===== src/rtl/spi_pkg.sv =====
// Shared definitions for the parametrised SPI master: FSM state codes,
// CPOL/CPHA mode constants and a helper giving the frame length in cycles.
package spi_pkg;

    typedef logic [1:0] spi_state_t;

    localparam spi_state_t ST_IDLE  = 2'd0;
    localparam spi_state_t ST_SETUP = 2'd1;
    localparam spi_state_t ST_XFER  = 2'd2;
    localparam spi_state_t ST_HOLD  = 2'd3;

    // Mode encoding is {cpol, cpha}
    localparam logic [1:0] MODE0 = 2'b00;
    localparam logic [1:0] MODE1 = 2'b01;
    localparam logic [1:0] MODE2 = 2'b10;
    localparam logic [1:0] MODE3 = 2'b11;

    function automatic int unsigned xfer_cycles(input int unsigned data_w, input int unsigned n);
        return (2 * data_w + 2) * ((n == 0) ? 1 : n);
    endfunction

endpackage


===== src/rtl/spi_clk_div.sv =====
// Loadable SCLK half-period down-counter with a tick strobe, plus a count of
// the SCLK edges produced in the current frame.
module spi_clk_div
    import spi_pkg::*;
#(
    parameter int DIV_W  = 8,
    parameter int EDGE_W = 5
) (
    input  logic              clk,
    input  logic              rst_n,
    input  logic              load,
    input  logic              run,
    input  logic              count_edge,
    input  logic [DIV_W-1:0]  n_val,
    output logic              tick,
    output logic [EDGE_W-1:0] edge_cnt
);

    logic [DIV_W-1:0]  cnt_q, cnt_d;
    logic [EDGE_W-1:0] edge_q, edge_d;

    assign tick     = run && (cnt_q == '0);
    assign edge_cnt = edge_q;

    // The counter reloads itself on every tick so each phase is N cycles long
    always_comb begin
        cnt_d  = cnt_q;
        edge_d = edge_q;
        if (load) begin
            cnt_d  = n_val - 1'b1;
            edge_d = '0;
        end else if (tick) begin
            cnt_d = n_val - 1'b1;
            if (count_edge) begin
                edge_d = edge_q + 1'b1;
            end
        end else if (run) begin
            cnt_d = cnt_q - 1'b1;
        end
    end

    always_ff @(posedge clk or negedge rst_n) begin
        if (!rst_n) begin
            cnt_q  <= '0;
            edge_q <= '0;
        end else begin
            cnt_q  <= cnt_d;
            edge_q <= edge_d;
        end
    end

endmodule


===== src/rtl/spi_master_param.sv =====
// SPI master: takes a word on a valid/ready handshake and runs one
// SETUP/XFER/HOLD frame on the SPI pins in any CPOL/CPHA mode.
module spi_master_param
    import spi_pkg::*;
#(
    parameter int DATA_W    = 8,
    parameter int DIV_W     = 8,
    parameter bit MSB_FIRST = 1'b1
) (
    input  logic              sys_clk,
    input  logic              sys_rst_n,
    input  logic [DIV_W-1:0]  clk_div,
    input  logic              cpol,
    input  logic              cpha,
    input  logic [DATA_W-1:0] tx_data,
    input  logic              tx_valid,
    output logic              tx_ready,
    output logic [DATA_W-1:0] rx_data,
    output logic              rx_valid,
    output logic              SCLK,
    output logic              CS,
    output logic              MOSI,
    input  logic              MISO
);

    localparam int EDGE_W = $clog2(2 * DATA_W) + 1;
    localparam logic [EDGE_W-1:0] LAST_EDGE = EDGE_W'(2 * DATA_W - 1);

    spi_state_t        state_q, state_d;
    logic              cs_q, cs_d, sclk_q, sclk_d, mosi_q, mosi_d;
    logic              cpol_q, cpol_d, cpha_q, cpha_d;
    logic              rx_valid_q, rx_valid_d;
    logic [DIV_W-1:0]  n_q, n_d, n_in, n_sel;
    logic [DATA_W-1:0] tx_sh_q, tx_sh_d, rx_sh_q, rx_sh_d, rx_data_q, rx_data_d;
    logic              accept, tick, leading, last_edge, sample_lead, do_sample, do_shift;
    logic [EDGE_W-1:0] edge_cnt;

    function automatic logic first_bit(input logic [DATA_W-1:0] w);
        return MSB_FIRST ? w[DATA_W-1] : w[0];
    endfunction

    function automatic logic [DATA_W-1:0] shift_out(input logic [DATA_W-1:0] w);
        return MSB_FIRST ? {w[DATA_W-2:0], 1'b0} : {1'b0, w[DATA_W-1:1]};
    endfunction

    assign tx_ready = (state_q == ST_IDLE);
    assign accept   = tx_valid && tx_ready;
    assign n_in     = (clk_div == '0) ? DIV_W'(1) : clk_div;
    assign n_sel    = accept ? n_in : n_q;

    assign leading     = ~edge_cnt[0];
    assign last_edge   = (edge_cnt == LAST_EDGE);
    assign sample_lead = ({cpol_q, cpha_q} == MODE0) || ({cpol_q, cpha_q} == MODE2);
    assign do_sample   = (leading == sample_lead);
    // CPHA=0 has already presented bit 0 at accept, so it never shifts after the final edge
    assign do_shift    = sample_lead ? (!leading && !last_edge) : leading;

    spi_clk_div #(
        .DIV_W  (DIV_W),
        .EDGE_W (EDGE_W)
    ) u_clk_div (
        .clk        (sys_clk),
        .rst_n      (sys_rst_n),
        .load       (accept),
        .run        (state_q != ST_IDLE),
        .count_edge (state_q == ST_XFER),
        .n_val      (n_sel),
        .tick       (tick),
        .edge_cnt   (edge_cnt)
    );

    always_comb begin
        state_d    = state_q;
        cs_d       = cs_q;
        sclk_d     = sclk_q;
        mosi_d     = mosi_q;
        cpol_d     = cpol_q;
        cpha_d     = cpha_q;
        n_d        = n_q;
        tx_sh_d    = tx_sh_q;
        rx_sh_d    = rx_sh_q;
        rx_data_d  = rx_data_q;
        rx_valid_d = 1'b0;
        case (state_q)
            ST_IDLE: begin
                if (accept) begin
                    state_d = ST_SETUP;
                    cs_d    = 1'b0;
                    sclk_d  = cpol;
                    cpol_d  = cpol;
                    cpha_d  = cpha;
                    n_d     = n_in;
                    rx_sh_d = '0;
                    if (!cpha) begin
                        mosi_d  = first_bit(tx_data);
                        tx_sh_d = shift_out(tx_data);
                    end else begin
                        mosi_d  = 1'b0;
                        tx_sh_d = tx_data;
                    end
                end
            end
            ST_SETUP: begin
                if (tick) begin
                    state_d = ST_XFER;
                end
            end
            ST_XFER: begin
                if (tick) begin
                    sclk_d = ~sclk_q;
                    if (do_sample) begin
                        rx_sh_d = MSB_FIRST ? {rx_sh_q[DATA_W-2:0], MISO}
                                            : {MISO, rx_sh_q[DATA_W-1:1]};
                    end
                    if (do_shift) begin
                        mosi_d  = first_bit(tx_sh_q);
                        tx_sh_d = shift_out(tx_sh_q);
                    end
                    if (last_edge) begin
                        state_d = ST_HOLD;
                    end
                end
            end
            ST_HOLD: begin
                if (tick) begin
                    state_d    = ST_IDLE;
                    cs_d       = 1'b1;
                    rx_valid_d = 1'b1;
                    rx_data_d  = rx_sh_q;
                end
            end
            default: state_d = ST_IDLE;
        endcase
    end

    always_ff @(posedge sys_clk or negedge sys_rst_n) begin
        if (!sys_rst_n) begin
            state_q    <= ST_IDLE;
            cs_q       <= 1'b1;
            sclk_q     <= 1'b0;
            mosi_q     <= 1'b0;
            cpol_q     <= 1'b0;
            cpha_q     <= 1'b0;
            n_q        <= DIV_W'(1);
            tx_sh_q    <= '0;
            rx_sh_q    <= '0;
            rx_data_q  <= '0;
            rx_valid_q <= 1'b0;
        end else begin
            state_q    <= state_d;
            cs_q       <= cs_d;
            sclk_q     <= sclk_d;
            mosi_q     <= mosi_d;
            cpol_q     <= cpol_d;
            cpha_q     <= cpha_d;
            n_q        <= n_d;
            tx_sh_q    <= tx_sh_d;
            rx_sh_q    <= rx_sh_d;
            rx_data_q  <= rx_data_d;
            rx_valid_q <= rx_valid_d;
        end
    end

    assign CS       = cs_q;
    assign SCLK     = sclk_q;
    assign MOSI     = mosi_q;
    assign rx_data  = rx_data_q;
    assign rx_valid = rx_valid_q;

endmodule


===== config.mk =====
export PLATFORM = sky130hd
export DESIGN_NAME = spi_master_param
export DESIGN_NICKNAME = d
export VERILOG_FILES = /design/src/rtl/spi_pkg.sv /design/src/rtl/spi_clk_div.sv /design/src/rtl/spi_master_param.sv
export SDC_FILE = /design/constraint.sdc
export NUM_CORES = 1
export LEC_CHECK = 0
export CAP_MARGIN = 10
export CORE_UTILIZATION = 30
export DETAILED_ROUTE_END_ITERATION = 16
export PLACE_DENSITY_LB_ADDON = 0.3
export SLEW_MARGIN = 20
export SYNTH_ARGS = -nofsm -noshare
export SYNTH_HDL_FRONTEND = slang
export SYNTH_SLANG_ARGS = --single-unit

===== constraint.sdc =====
create_clock -name sys_clk -period 5.4 [get_ports sys_clk]
set_clock_uncertainty 0.05 [all_clocks]
set_input_delay 1.08 -clock sys_clk [delete_from_list [all_inputs] [get_ports sys_clk]]
set_output_delay 1.08 -clock sys_clk [all_outputs]
set_load 0.02 [all_outputs]

=== After elaboration in Yosys (flattened, before gate mapping) ===
Cells that the tools add are included.

* Flip-flop bits (word level): 53
* Latch bits: 0
* Bits in writable memories: 0
* Memory bits (read-only): 0
* Output and inout port bits: 13
* Memories: 0

* Add/sub/neg operators: 3
* $mul: 0
* Divide/modulo/power cells: 0
* Order comparisons: 0
* Eq/ne operators: 13
* Shift operators: 0
* Mux-type cells: 37
* Bitwise logic cells: 2
* Reductions and logical operators: 23

{| class="wikitable"
|+ Operators by type and width
! cell !! number
|-
| $mux W8 || 12
|-
| $pmux W8 S2 || 2
|-
| $logic_not A8 Y1 || 2
|-
| $sub A8 B1 Y8 const B || 2
|-
| $mux W5 || 3
|-
| $ne A2 B2 Y1 const B || 6
|-
| $mux W1 || 11
|-
| $mux W2 || 5
|-
| $reduce_bool A2 Y1 || 5
|-
| $pmux W2 S4 || 1
|-
| $reduce_and A4 Y1 || 2
|-
| $eq A2 B2 Y1 const B || 3
|-
| $pmux W1 S2 || 3
|-
| $reduce_and A2 Y1 || 3
|-
| $reduce_and A3 Y1 || 2
|-
| $add A5 B1 Y5 const B || 1
|-
| $eq A5 B4 Y1 const B || 1
|-
| $reduce_and A5 Y1 || 1
|-
| $logic_not A2 Y1 || 2
|-
| $logic_and A1 B1 Y1 || 3
|-
| $reduce_bool A3 Y1 || 1
|-
| $eq A2 B1 Y1 const B || 1
|-
| $ne A2 B1 Y1 const B || 1
|-
| $not A1 Y1 || 2
|-
| 3 further kinds || 3
|}

=== Longest topological paths before layout ===
* Depth after elaboration: 7
* Mapped depth: 13

=== Cells and area by module ===
Synthesis repeated with hierarchy kept, for this count alone.

* Cells, all modules: 262
* Area total of the unflattened synthesis: 2805.2 sq um

{| class="wikitable"
|+ By module, submodules not included
! module !! instances !! cells an instance !! area an instance (sq um) !! sequential area each (sq um)
|-
| spi_master_param || 1 || 178 || 1954.4 || 978.4
|-
| spi_clk_div || 1 || 84 || 850.8 || 325.3
|}

=== Worst setup path after synthesis ===
OpenSTA, ideal clock, no wires.

* Kind: input to register
* From: in clk_div[5]
* To: reg u_clk_div.cnt_q[2]
* Setup time: 0.126 ns
* Arrival: 2.714 ns
* Path slack: 2.510 ns
* Cell stages on the path: 8
* Path buffers: 0
* Cells stage by stage: or4_1 > nor4_1 > nor3_1 > nor2_1 > inv_1 > ha_1 > xnor2_1 > a221o_1

* Word-level cells in the longest chain between the ends: 6

{| class="wikitable"
|+ RTL lines
! element !! line !! source
|-
| start: declaration || spi_master_param.sv:12 || <nowiki>input logic [DIV_W-1:0] clk_div,</nowiki>
|-
| $logic_not A8 Y1 (*) || spi_master_param.sv:48 || <nowiki>assign n_in = (clk_div == '0) ? DIV_W'(1) : clk_div;</nowiki>
|-
| $mux W8 (*) || spi_master_param.sv:48 ||
|-
| $mux W8 (*) || -- ||
|-
| $sub A8 B1 Y8 (*) || spi_clk_div.sv:30, spi_clk_div.sv:33 ||
|-
| $mux W8 || spi_clk_div.sv:32 || <nowiki>end else if (tick) begin</nowiki>
|-
| $mux W8 (*) || spi_clk_div.sv:29 || <nowiki>if (load) begin</nowiki>
|-
| end signal: assignment || spi_clk_div.sv:47 || <nowiki>cnt_q <= cnt_d;</nowiki>
|-
| end: declaration || spi_clk_div.sv:19 || <nowiki>logic [DIV_W-1:0] cnt_q, cnt_d;</nowiki>
|}

Mark *: on every way between the ends. The rest lies on a longest branch, timed or not.
A chain may end at the register's enable or synchronous reset.

=== Final worst setup path ===
* From: in tx_valid
* To: reg u_clk_div.cnt_q[6]

* Word-level cells in the longest chain between the ends: 5
* Elaborated cells on any way between the ends: 6

{| class="wikitable"
|+ RTL lines
! element !! line !! source
|-
| start: declaration || spi_master_param.sv:16 || <nowiki>input logic tx_valid,</nowiki>
|-
| $logic_and A1 B1 Y1 (*) || spi_master_param.sv:47 || <nowiki>assign accept = tx_valid && tx_ready;</nowiki>
|-
| $mux W8 || -- ||
|-
| $sub A8 B1 Y8 || spi_clk_div.sv:30, spi_clk_div.sv:33 ||
|-
| $mux W8 || spi_clk_div.sv:32 ||
|-
| $mux W8 || spi_clk_div.sv:29 ||
|}

Marks and branches as above.

==> metrics <==
status finished, final reports clean; Mapped Area 0.002729 mm2; Clock Sinks 52; Most common cell on crit path nor3_1; DR pass1 iterations 4; hold_buf cts 0; dpl hpwl 4.127 mm; crit share post-route 61.82%; core area 0.008763 mm2; post-synth top area cell dfrtp_1; synth top area cells dfrtp_1 46%, nand2_1 6.7%, mux2_2 4.5%; worst skew pair latency 0.31 ns; final hold slack 0.4379 ns; Req. time, crit path 5.55 ns; Die W 97.38 um; Synthesis Warnings 0; die footprint 0.009482 mm2; Max FO, Critical Path 13; Worst setup EP type register; min cycle time layout 3.338 ns; Final Wtd Congestion 0.8831; Max Slew Vio Count 0; slowest library cell on the worst path clkdlybuf4s50_1; postcts setup bufs 0; Clk pin slew, worst setup/hold paths 0.10 ns; maximum single-stage delay on the critical path 0.68 ns; Tot Pwr 0.001554 W; CP Launch Type input pin; Min-Delay Path Class reg -> reg; Cell Chain, Critical Path clkdlybuf4s50_1, nand2_1, nor3_1, nor2_1, inv_1, ha_1, o211ai_1, nor3_1, xnor2_1, a21oi_1; CTS resizes 0; crit path kind in -> reg; Synth Instances 291; fmax 299.6 MHz; number of DRC markers in iteration 0 124; # setup viols final 0; Post-synth EDFFs 0; unrepaired setup endpoints after global routing no; Layout area overhead 18.66%; # rows 34; TritonCTS clock tree done; Avg Vias per Cell 5.077; RR Startpoint state_q[0]; antenna fix cells 0; io pins 35; gr usage total 13.05%; asr flop ratio synth 100.0%; WL/cell 13.97 um; starting density of the core 31.14%; H-Tree Depth 2; setup TNS 0 ns; # port buffers 34; initial antenna violation count 0; DRC 0; vias in the first global route 2,136; die height 97.38 um; sequential area share after synthesis 47.78%; CTS max path bufs 2; top-area cell type share of the netlist area 45.85%; actual slew at the worst max-slew pin 0.6781 ns; Power Density 480.0 mW/mm2; Max Cap Violations 0; DR vias 2,178; clock root cell clkbuf_8; hold path startpoint CS; maximum vdd drop 162.9 uV; cell family with most CP delay simple AND/OR/NAND/NOR gates; final net count 351; GR Overflow Total 0; Rel. slew slack 54.80%; post-synthesis cell type count 47; largest net degree at the start of global routing 53; final wirelength 5.993 mm; final hold vios 0; Post-synth top flop dfrtp_1; synthesized area per cell 9.378 um2; Net Count, Synth 322; Worst EP arrival 3.49 ns; critical path depth 10; ANT nets after route 0; worst path bufs/invs 2; r2r worst-path depth 11; Worst Setup SP tx_valid; first-pass GRT wire length 10.09 mm; r2r setup slk 2.30 ns; flops & latches, synth 52; Num CTS Buffers 5; FF-to-FF End u_clk_div.cnt_q[6]; Lkg Pwr 1.431 nW; CP endpoint u_clk_div.cnt_q[6]; share of cells above drive strength 1 9.034%
layout by cell type (no fill, tap or decap), types with 2 or more instances in the layout:
cell              n
dfrtp_1          50
nand2_1          49
clkdlybuf4s50_1  33
nor2_1           25
a21oi_1          18
o21ai_0          16
inv_1            14
mux2_2           11
nand3_1          10
nor3_1            9
ha_1              9
xnor2_1           8
o21ai_1           8
mux2i_1           8
clkbuf_8          5
and3_1            3
o211ai_1          3
o221ai_1          3
xor2_1            3
dfstp_2           2
a21o_1            2
o22ai_1           2
clkinvlp_4        2
buf_4             2
where the power goes:
part           internal (W)  total, W  leakage (nW)  switching (W)
Sequential         0.000513  0.000613         0.670      0.0000992
Clock             0.0000922  0.000236        0.0404       0.000143
Combinational      0.000287  0.000706         0.721       0.000419
registers in the layout (all words and copies together), names as in the netlist:
register and count:
CS 1, rx_valid 1, rx_sh_q 8, rx_data 8, u_clk_div.edge_cnt 5, u_clk_div.cnt_q 8
n_q 8, state_q 2, SCLK 1, tx_sh_q 8, MOSI 1, cpha_q 1
cell usage after synthesis, types with 8 or more instances:
| cell type | count |
|---|---|
| mux2i_1 | 8 |
| nor3_1 | 9 |
| inv_1 | 14 |
| o21ai_0 | 16 |
| xnor2_1 | 8 |
| nand2_1 | 49 |
| o21ai_1 | 8 |
| nor2_1 | 25 |
| mux2_2 | 11 |
| clkbuf_1 | 11 |
| dfrtp_1 | 50 |
| a21oi_1 | 18 |
| ha_1 | 9 |
| nand3_1 | 10 |
layer usage:
layer | vias to the layer above | share of wire [%] | track usage [%]
met4 | 0 | 1.6 | 4.638
met5 | - | 0 | 0
met3 | 10 | 3.3 | 2.734
li1 | 1066 | - | -
met2 | 36 | 47 | 21.41
met1 | 1066 | 48 | 16.98
how the worst min path moves through the flow:
stage | to | cells past startpoint
global placement | tx_sh_q[0] | 2
global route | CS | 2
CTS | CS | 2
floorplan | tx_sh_q[0] | 2
finish | CS | 2
detailed placement | CS | 2
metrics by stage:
step                worst slack [ns]  cells  cell area (um2)  utilization (%)
finish                         2.062    429             3238            36.95
global route                   1.813    429             3238            36.95
floorplan                      2.510    291             2729                -
global placement               1.847    421             3146            35.89
CTS                            2.042    429             3238            36.95
detailed placement             1.709    421             3146            35.89
final cells by class:
type / count / area, um2
well taps: 108 / 135.1
inverters: 14 / 52.55
clock inverters: 3 / 23.77
repair buffers: 36 / 350.3
fillers: 902 / 5525
flip-flops and latches: 52 / 1304
clock buffers: 5 / 68.82
multi-input cells: 211 / 1304
kinds of logic after synthesis:
logic type | Yosys count | share of synthesized area, %
simple gates | 107 | 17.65
fa+ha+maj | 9 | 4.127
mux | 19 | 7.474
buf+inv | 28 | 4.447
xor+xnor | 11 | 3.531
flops | 52 | 47.78
compound gates | 65 | 14.99
tightest hold or removal path: stages (launching register included):
cell,delay [ns]
dfstp_2,0.40
nand2_1,0.05
nand2_1,0.05
(Power assumes the default switching activity.)
